`config.mk`:
```
export PLATFORM = sky130hd
export DESIGN_NAME = sdram_port_arbiter
export DESIGN_NICKNAME = d
export VERILOG_FILES = /design/src/rtl/sdram_port_arbiter.sv
export SDC_FILE = /design/constraint.sdc
export NUM_CORES = 1
export LEC_CHECK = 0
export ABC_AREA = 1
export BUFFER_PORTS_ARGS = -buffer_cell sky130_fd_sc_hd__buf_2
export CORE_AREA = 2 2 120 122
export CTS_BUF_LIST = sky130_fd_sc_hd__clkbuf_8
export DETAILED_ROUTE_END_ITERATION = 16
export DIE_AREA = 0 0 122 124
export SYNTH_ARGS = -nofsm -noshare
export SYNTH_HDL_FRONTEND = slang
export SYNTH_SLANG_ARGS = --single-unit
```
`constraint.sdc`:
```
create_clock -name clk -period 1.7 [get_ports clk]
set_input_delay 0.425 -clock clk [delete_from_list [all_inputs] [get_ports clk]]
set_output_delay 0.425 -clock clk [all_outputs]
set_load 0.05 [all_outputs]
```
`src/rtl/sdram_port_arbiter.sv`:
```
// Two-master round-robin arbiter in front of the SDRAM controller's valid/ready port.
// Holds a grant for a whole transaction; a watchdog errors out accesses that never complete.
module sdram_port_arbiter #(
    parameter int unsigned ADDR_WIDTH     = 32,
    parameter int unsigned DATA_WIDTH     = 32,
    parameter int unsigned TIMEOUT_CYCLES = 4096
) (
    input  logic                    clk,
    input  logic                    reset,
    input  logic                    m0_valid,
    input  logic [ADDR_WIDTH-1:0]   m0_addr,
    input  logic [DATA_WIDTH-1:0]   m0_wdata,
    input  logic [DATA_WIDTH/8-1:0] m0_wstrb,
    output logic                    m0_ready,
    output logic [DATA_WIDTH-1:0]   m0_rdata,
    output logic                    m0_err,
    input  logic                    m1_valid,
    input  logic [ADDR_WIDTH-1:0]   m1_addr,
    input  logic [DATA_WIDTH-1:0]   m1_wdata,
    input  logic [DATA_WIDTH/8-1:0] m1_wstrb,
    output logic                    m1_ready,
    output logic [DATA_WIDTH-1:0]   m1_rdata,
    output logic                    m1_err,
    output logic                    s_valid,
    output logic [ADDR_WIDTH-1:0]   s_addr,
    output logic [DATA_WIDTH-1:0]   s_wdata,
    output logic [DATA_WIDTH/8-1:0] s_wstrb,
    input  logic                    s_ready,
    input  logic [DATA_WIDTH-1:0]   s_rdata,
    output logic                    grant,
    output logic                    busy
);
    localparam int unsigned STRB_WIDTH = DATA_WIDTH / 8;
    localparam int unsigned CNT_WIDTH  = (TIMEOUT_CYCLES > 1) ? $clog2(TIMEOUT_CYCLES) : 1;

    typedef enum logic [1:0] {
        IDLE  = 2'd0,
        BUSY  = 2'd1,
        DRAIN = 2'd2
    } state_t;

    state_t                 state;
    logic                   last;
    logic [CNT_WIDTH-1:0]   cnt;
    logic [ADDR_WIDTH-1:0]  addr_q;
    logic [DATA_WIDTH-1:0]  wdata_q;
    logic [STRB_WIDTH-1:0]  wstrb_q;

    logic pick;
    logic timeout;
    logic done;

    // Tie goes to the master that did not win last time
    assign pick    = (m0_valid && m1_valid) ? ~last : m1_valid;
    assign timeout = (TIMEOUT_CYCLES != 0) && (state == BUSY) && !s_ready
                     && (cnt == CNT_WIDTH'(TIMEOUT_CYCLES - 1));
    assign done    = (state == BUSY) && (s_ready || timeout);

    always_ff @(posedge clk) begin
        if (reset) begin
            state   <= IDLE;
            grant   <= 1'b0;
            last    <= 1'b1;
            cnt     <= '0;
            addr_q  <= '0;
            wdata_q <= '0;
            wstrb_q <= '0;
        end else begin
            case (state)
                IDLE: begin
                    if (m0_valid || m1_valid) begin
                        grant   <= pick;
                        last    <= pick;
                        cnt     <= '0;
                        addr_q  <= pick ? m1_addr  : m0_addr;
                        wdata_q <= pick ? m1_wdata : m0_wdata;
                        wstrb_q <= pick ? m1_wstrb : m0_wstrb;
                        state   <= BUSY;
                    end
                end
                BUSY: begin
                    if (s_ready) begin
                        state <= IDLE;
                    end else if (timeout) begin
                        state <= DRAIN;
                    end else if (cnt != {CNT_WIDTH{1'b1}}) begin
                        cnt <= cnt + CNT_WIDTH'(1);
                    end
                end
                DRAIN: begin
                    // Payload stays latched so the controller can finish the orphaned access
                    if (s_ready) begin
                        state <= IDLE;
                    end
                end
                default: state <= IDLE;
            endcase
        end
    end

    assign busy     = (state != IDLE);
    assign s_valid  = (state != IDLE) && !s_ready;
    assign s_addr   = addr_q;
    assign s_wdata  = wdata_q;
    assign s_wstrb  = s_valid ? wstrb_q : '0;

    assign m0_ready = done && !grant;
    assign m1_ready = done && grant;
    assign m0_err   = timeout && !grant;
    assign m1_err   = timeout && grant;
    assign m0_rdata = ((state == BUSY) && s_ready && !grant) ? s_rdata : '0;
    assign m1_rdata = ((state == BUSY) && s_ready && grant)  ? s_rdata : '0;

endmodule
```
# == Word level (Yosys, flattened, before mapping) ==
# Index checks and enable logic that the tools add are counted.
# op_classes
n_eq_ne,10
n_reduce_logical,22
bitwise_logic,1
n_addsub,1
muxes,17
# op_table
op,count
$mux W32,4
$mux W12,4
$pmux W12 S2,1
$add A12 B1 Y12 const B,1
$eq A12 B12 Y1 const B,1
$logic_and A1 B1 Y1,12
$ne A12 B12 Y1 const B,1
$mux W2,4
$mux W4,2
$ne A2 B2 Y1 const B,4
$pmux W2 S3,1
$reduce_and A5 Y1,1
$reduce_bool A2 Y1,2
$ne A3 B3 Y1 const B,1
$reduce_and A3 Y1,1
$eq A2 B1 Y1 const B,1
$eq A2 B2 Y1 const B,1
$logic_not A1 Y1,2
$logic_not A2 Y1,1
$logic_or A1 B1 Y1,2
$ne A2 B1 Y1 const B,1
$reduce_and A2 Y1,1
$mux W1,1
$not A1 Y1,1
# word_totals
elab_cells,58
reg_bits,84
in_bits,173
out_inout_bits,139

# == Depth between registers and ports, before layout ==
# logic_depth
word_depth,6
depth_mapped,11
ltp_nobuf,10

# == Worst setup path before layout ==
# Ideal clock, no wire load.
# synth_path
kind,input -> output
from,input port s_ready
to,output port s_wstrb[0]
path_slack_ps,-724
arrival_ps,1999
path_buffers,0
cell_stages,3
cell_sequence,nor2_1 -> inv_1 -> nor2_1
# synth_via
elab_chain_len,3
# synth_lines
item,line,rtl
start: declaration,28,"input logic s_ready,"
$logic_not A1 Y1,102,assign s_valid = (state != IDLE) && !s_ready;
$logic_and A1 B1 Y1,102,
$mux W4,105,assign s_wstrb = s_valid ? wstrb_q : '0;
end: declaration,27,"output logic [DATA_WIDTH/8-1:0] s_wstrb,"
# No other way between the ends.

# == Worst setup path in the final report ==
# layout_path
from,register cnt[1]
to,output port m1_ready
# layout_via
elab_chain_len,5
# layout_lines
item,line,rtl
start: declaration,44,logic [CNT_WIDTH-1:0] cnt;
start signal: assignment,87,cnt <= cnt + CNT_WIDTH'(1);
$eq A12 B12 Y1,56,&& (cnt == CNT_WIDTH'(TIMEOUT_CYCLES - 1));
$logic_and A1 B1 Y1,56,
$logic_or A1 B1 Y1,57,assign done = (state == BUSY) && (s_ready || timeout);
$logic_and A1 B1 Y1,57,
$logic_and A1 B1 Y1,108,assign m1_ready = done && grant;
end: declaration,21,"output logic m1_ready,"
# No other way between the ends.

==> results.sh <==
export IMPL_p_seq_share_pct=37.3
export IMPL_rsz0062_at_grt="yes"
export IMPL_min_period_over_period_pct=122
export IMPL_htreeDepth=3
export IMPL_grt_remaining_overflow=0
export IMPL_setup_ws_ns=-0.380
export IMPL_min_delay_start="m0_wdata[21]"
export IMPL_clockBufferDepth=2
export IMPL_switching_power_mw=2.28
export IMPL_place_area_um2=6780
export IMPL_die_x_um=122
export IMPL_place_congestion=0.768
export IMPL_grt_pass1_wl_um=25000
export IMPL_switching_share_pct=38.1
export IMPL_synth_area_um2=4260
export IMPL_grt_pass1_vias=5082
export IMPL_clkPwrFrac_pct=28.1
export IMPL_met2_wirelength_um=8690
export IMPL_outcome="complete, but fails checks"
export IMPL_combPwrFrac_pct=34.5
export IMPL_wl_met1_um=6290
export IMPL_multi_input_area_um2=2650
export IMPL_cts_tree="done"
export IMPL_drive_gt1_share_pct=48.7
export IMPL_grt_total_usage_pct=21.0
export IMPL_p_leak_nw=3.75
export IMPL_whs_path_depth=3
export IMPL_layout_min_cycle_time_ns=2.08
export IMPL_syn_area_per_cell_um2=6.49
export IMPL_clkTransAtPathRegs_ns=0.09
export IMPL_routedWlPerCell_um=14.3
export IMPL_ys_ff_latch=84
export IMPL_syn_num_nets=831
export IMPL_violations="negative setup slack"
export IMPL_finalNonFillerCells=1170
export IMPL_yosysWarnings=0
export IMPL_ys_types=27
export IMPL_clk_latency_ns=0.36
export IMPL_final_hold_viol_count=0
export IMPL_clock_fmax_mhz=481
export IMPL_clock_sinks=84
export IMPL_drv_cap=0
export IMPL_synth_edf_count=0
export IMPL_dp_cells=1148
export IMPL_die_area_um2=15100
export IMPL_hold_end="s_wdata[21]$_SDFFE_PP0P_"
export IMPL_critical_path_required_ns=1.27
export IMPL_cp_arrival_ns=1.66
export IMPL_r2r_slack_ns=0.11
export IMPL_core_um2=13700
export IMPL_worstHoldPathType="in2reg"
export IMPL_ir_drop_v=0.000424
export IMPL_wl_um=16700
export IMPL_drcViolationCount=0
export IMPL_io_buffers=311
export IMPL_nNetsFinal=1159
export IMPL_crit_type="reg2out"
export IMPL_initial_utilization_pct=31.1
export IMPL_synth_common_cells="nand2_1 (189), nor2_1 (98), dfxtp_1 (84), o21ai_0 (70), a31oi_1 (68)"
export IMPL_area_growth_pct=80.3
export IMPL_drt_pass1_iterations=4
export IMPL_cts_inserted_buffers=9
export IMPL_cts_root_buffer="clkbuf_8"
export IMPL_die_h_um=124
export IMPL_synthCells=657
export IMPL_io_pins=312
export IMPL_reg2reg_depth=13
export IMPL_power_density_nw_per_um2=777
export IMPL_slew_viol_final=0
export IMPL_ant_nets=0
export IMPL_vias=5400
export IMPL_whs_ns=0.314
export IMPL_path_max_fanout=2
export IMPL_synth_top_area_share_pct=39.5
export IMPL_tightestPinTransition_ns=0.362
export IMPL_cts_hold_fix_buffers=0
export IMPL_final_setup_tns_ns=-19.43
export IMPL_antenna_found_initial=2
export IMPL_relSlewSlack_pct=75.9
export IMPL_hpwl_um=12400
export IMPL_rr_endpoint="cnt[10]$_SDFFE_PP0P_"
export IMPL_synth_main_ff_cell="dfxtp_1"
export IMPL_yosys_area_top_type="dfxtp_1"
export IMPL_async_reset_ff_share_pct=0
export IMPL_met3WireLength_um=1400
export IMPL_seqCellArea_um2=1690
export IMPL_design_area_um2=7680
export IMPL_endpoint_kind="primary output"
export IMPL_n_fill_cell=1319
export IMPL_synth_most_common_cell="nand2_1"
export IMPL_fin_skew_ns=0.00678
export IMPL_std_cell_rows=43
export IMPL_grt_max_degree=48
export IMPL_synth_area_leaders="dfxtp_1 (39%), nand2_1 (17%), a31oi_1 (10%), nor2_1 (8.6%), o21ai_0 (8.2%)"
export IMPL_antennaDiodeCount=0
export IMPL_dr_max_layer_used="met5"
export IMPL_setup_viol=72
export IMPL_yosysSeqAreaShare_pct=39.5
export IMPL_drt_iter0_drc=199
export IMPL_internal_power_mw=3.70
export IMPL_via_per_inst=4.62
export IMPL_start_kind="flop"
export IMPL_crit_reg2reg_launch="cnt[1]$_SDFFE_PP0P_"
-- state kept, by name, summed over array words and instances, names as in the netlist --
signal / flops
grant: 1
state: 2
s_wdata: 32
cnt: 12
last: 1
wstrb_q: 4
s_addr: 32
-- metrics by stage --
step / total power [mW] / worst slack (ns) / util, %
after floorplan: 3.62 / -0.185 / -
after global placement: 4.24 / -0.160 / 49.4
after detailed placement: 4.24 / -0.183 / 49.4
after CTS: 6.02 / -0.417 / 55.1
after global routing: 6.27 / -0.476 / 56.0
final: 5.97 / -0.380 / 56.0
-- what timing repair did --
item                                   in CTS  in global routing
gates resized for setup                   164                 27
endpoints found under the hold margin       0                  0
buffers inserted                            4                  5
pin swaps                                  12                  1
setup endpoints to repair                  74                107
-- cells in the final DEF, fill, tap and decap left out, types with 2 or more instances in the layout --
cell	n
nand2_1	184
a31oi_1	68
nand2_4	4
o21bai_1	2
o21ai_1	3
buf_6	57
nand3_1	13
o21ai_0	70
inv_2	4
buf_2	237
bufinv_16	2
dfxtp_2	5
clkinv_4	2
buf_8	23
nand2_2	5
inv_1	55
nor2_2	22
clkbuf_8	11
buf_4	34
a21oi_1	8
dfxtp_1	79
nor2_1	23
nor2_4	58
buf_12	11
-- area by class of cell --
class | instances | area share (%)
clock buffer | 11 | 1.97
clock inverter | 5 | 1.07
inverter | 61 | 3.08
multi-input combinational | 467 | 34.5
sequential | 84 | 22.0
tap | 180 | 2.93
timing repair buffer | 362 | 34.5
-- how the worst max path moves through the flow --
stage                              end                  start  slack, ns  cells after the start
after floorplan            m0_rdata[0]  state[1]$_SDFFE_PP0P_      -0.18                      6
after global placement    m1_rdata[11]                s_ready      -0.16                      7
after detailed placement  m0_rdata[12]                s_ready      -0.18                      7
after CTS                     m1_ready    cnt[0]$_SDFFE_PP0P_      -0.42                      8
after global routing          m1_ready    cnt[0]$_SDFFE_PP0P_      -0.48                      8
final                         m1_ready    cnt[1]$_SDFFE_PP0P_      -0.38                      8
-- worst max-delay path, cell delays in order (launching register included) --
cell	delay, ns
dfxtp_2	0.36
ha_4	0.14
nand2_4	0.05
nor2_4	0.12
nand3_4	0.09
nor2_4	0.16
nor2_4	0.06
nor2_2	0.13
buf_6	0.17
-- power by group through the flow --
| stage | Sequential [mW] | Clock [mW] | Combinational, mW |
|---|---|---|---|
| final | 2.23 | 1.68 | 2.06 |
| after global routing | 2.25 | 1.80 | 2.21 |
| after CTS | 2.23 | 1.73 | 2.06 |
| after detailed placement | 2.27 | 0 | 1.97 |
| after global placement | 2.27 | 0 | 1.97 |
| after floorplan | 2.84 | 0 | 0.785 |
-- kinds of logic (layout without fill, tap and decap cells) --
group,after synthesis,in the layout,share of synthesized area [%]
simple gates,314,314,29.6
buf+inv,106,439,10.4
fa+ha+maj,1,1,0.294
flops,84,84,39.5
compound gates,152,152,20.2
-- layer usage --
metal,vias up,global-route usage [%]
li1,2773,-
met5,-,0
met4,4,6.54
met2,207,39.7
met1,2392,22.5
met3,24,6.27
Power figures use the tool's default switching activity.
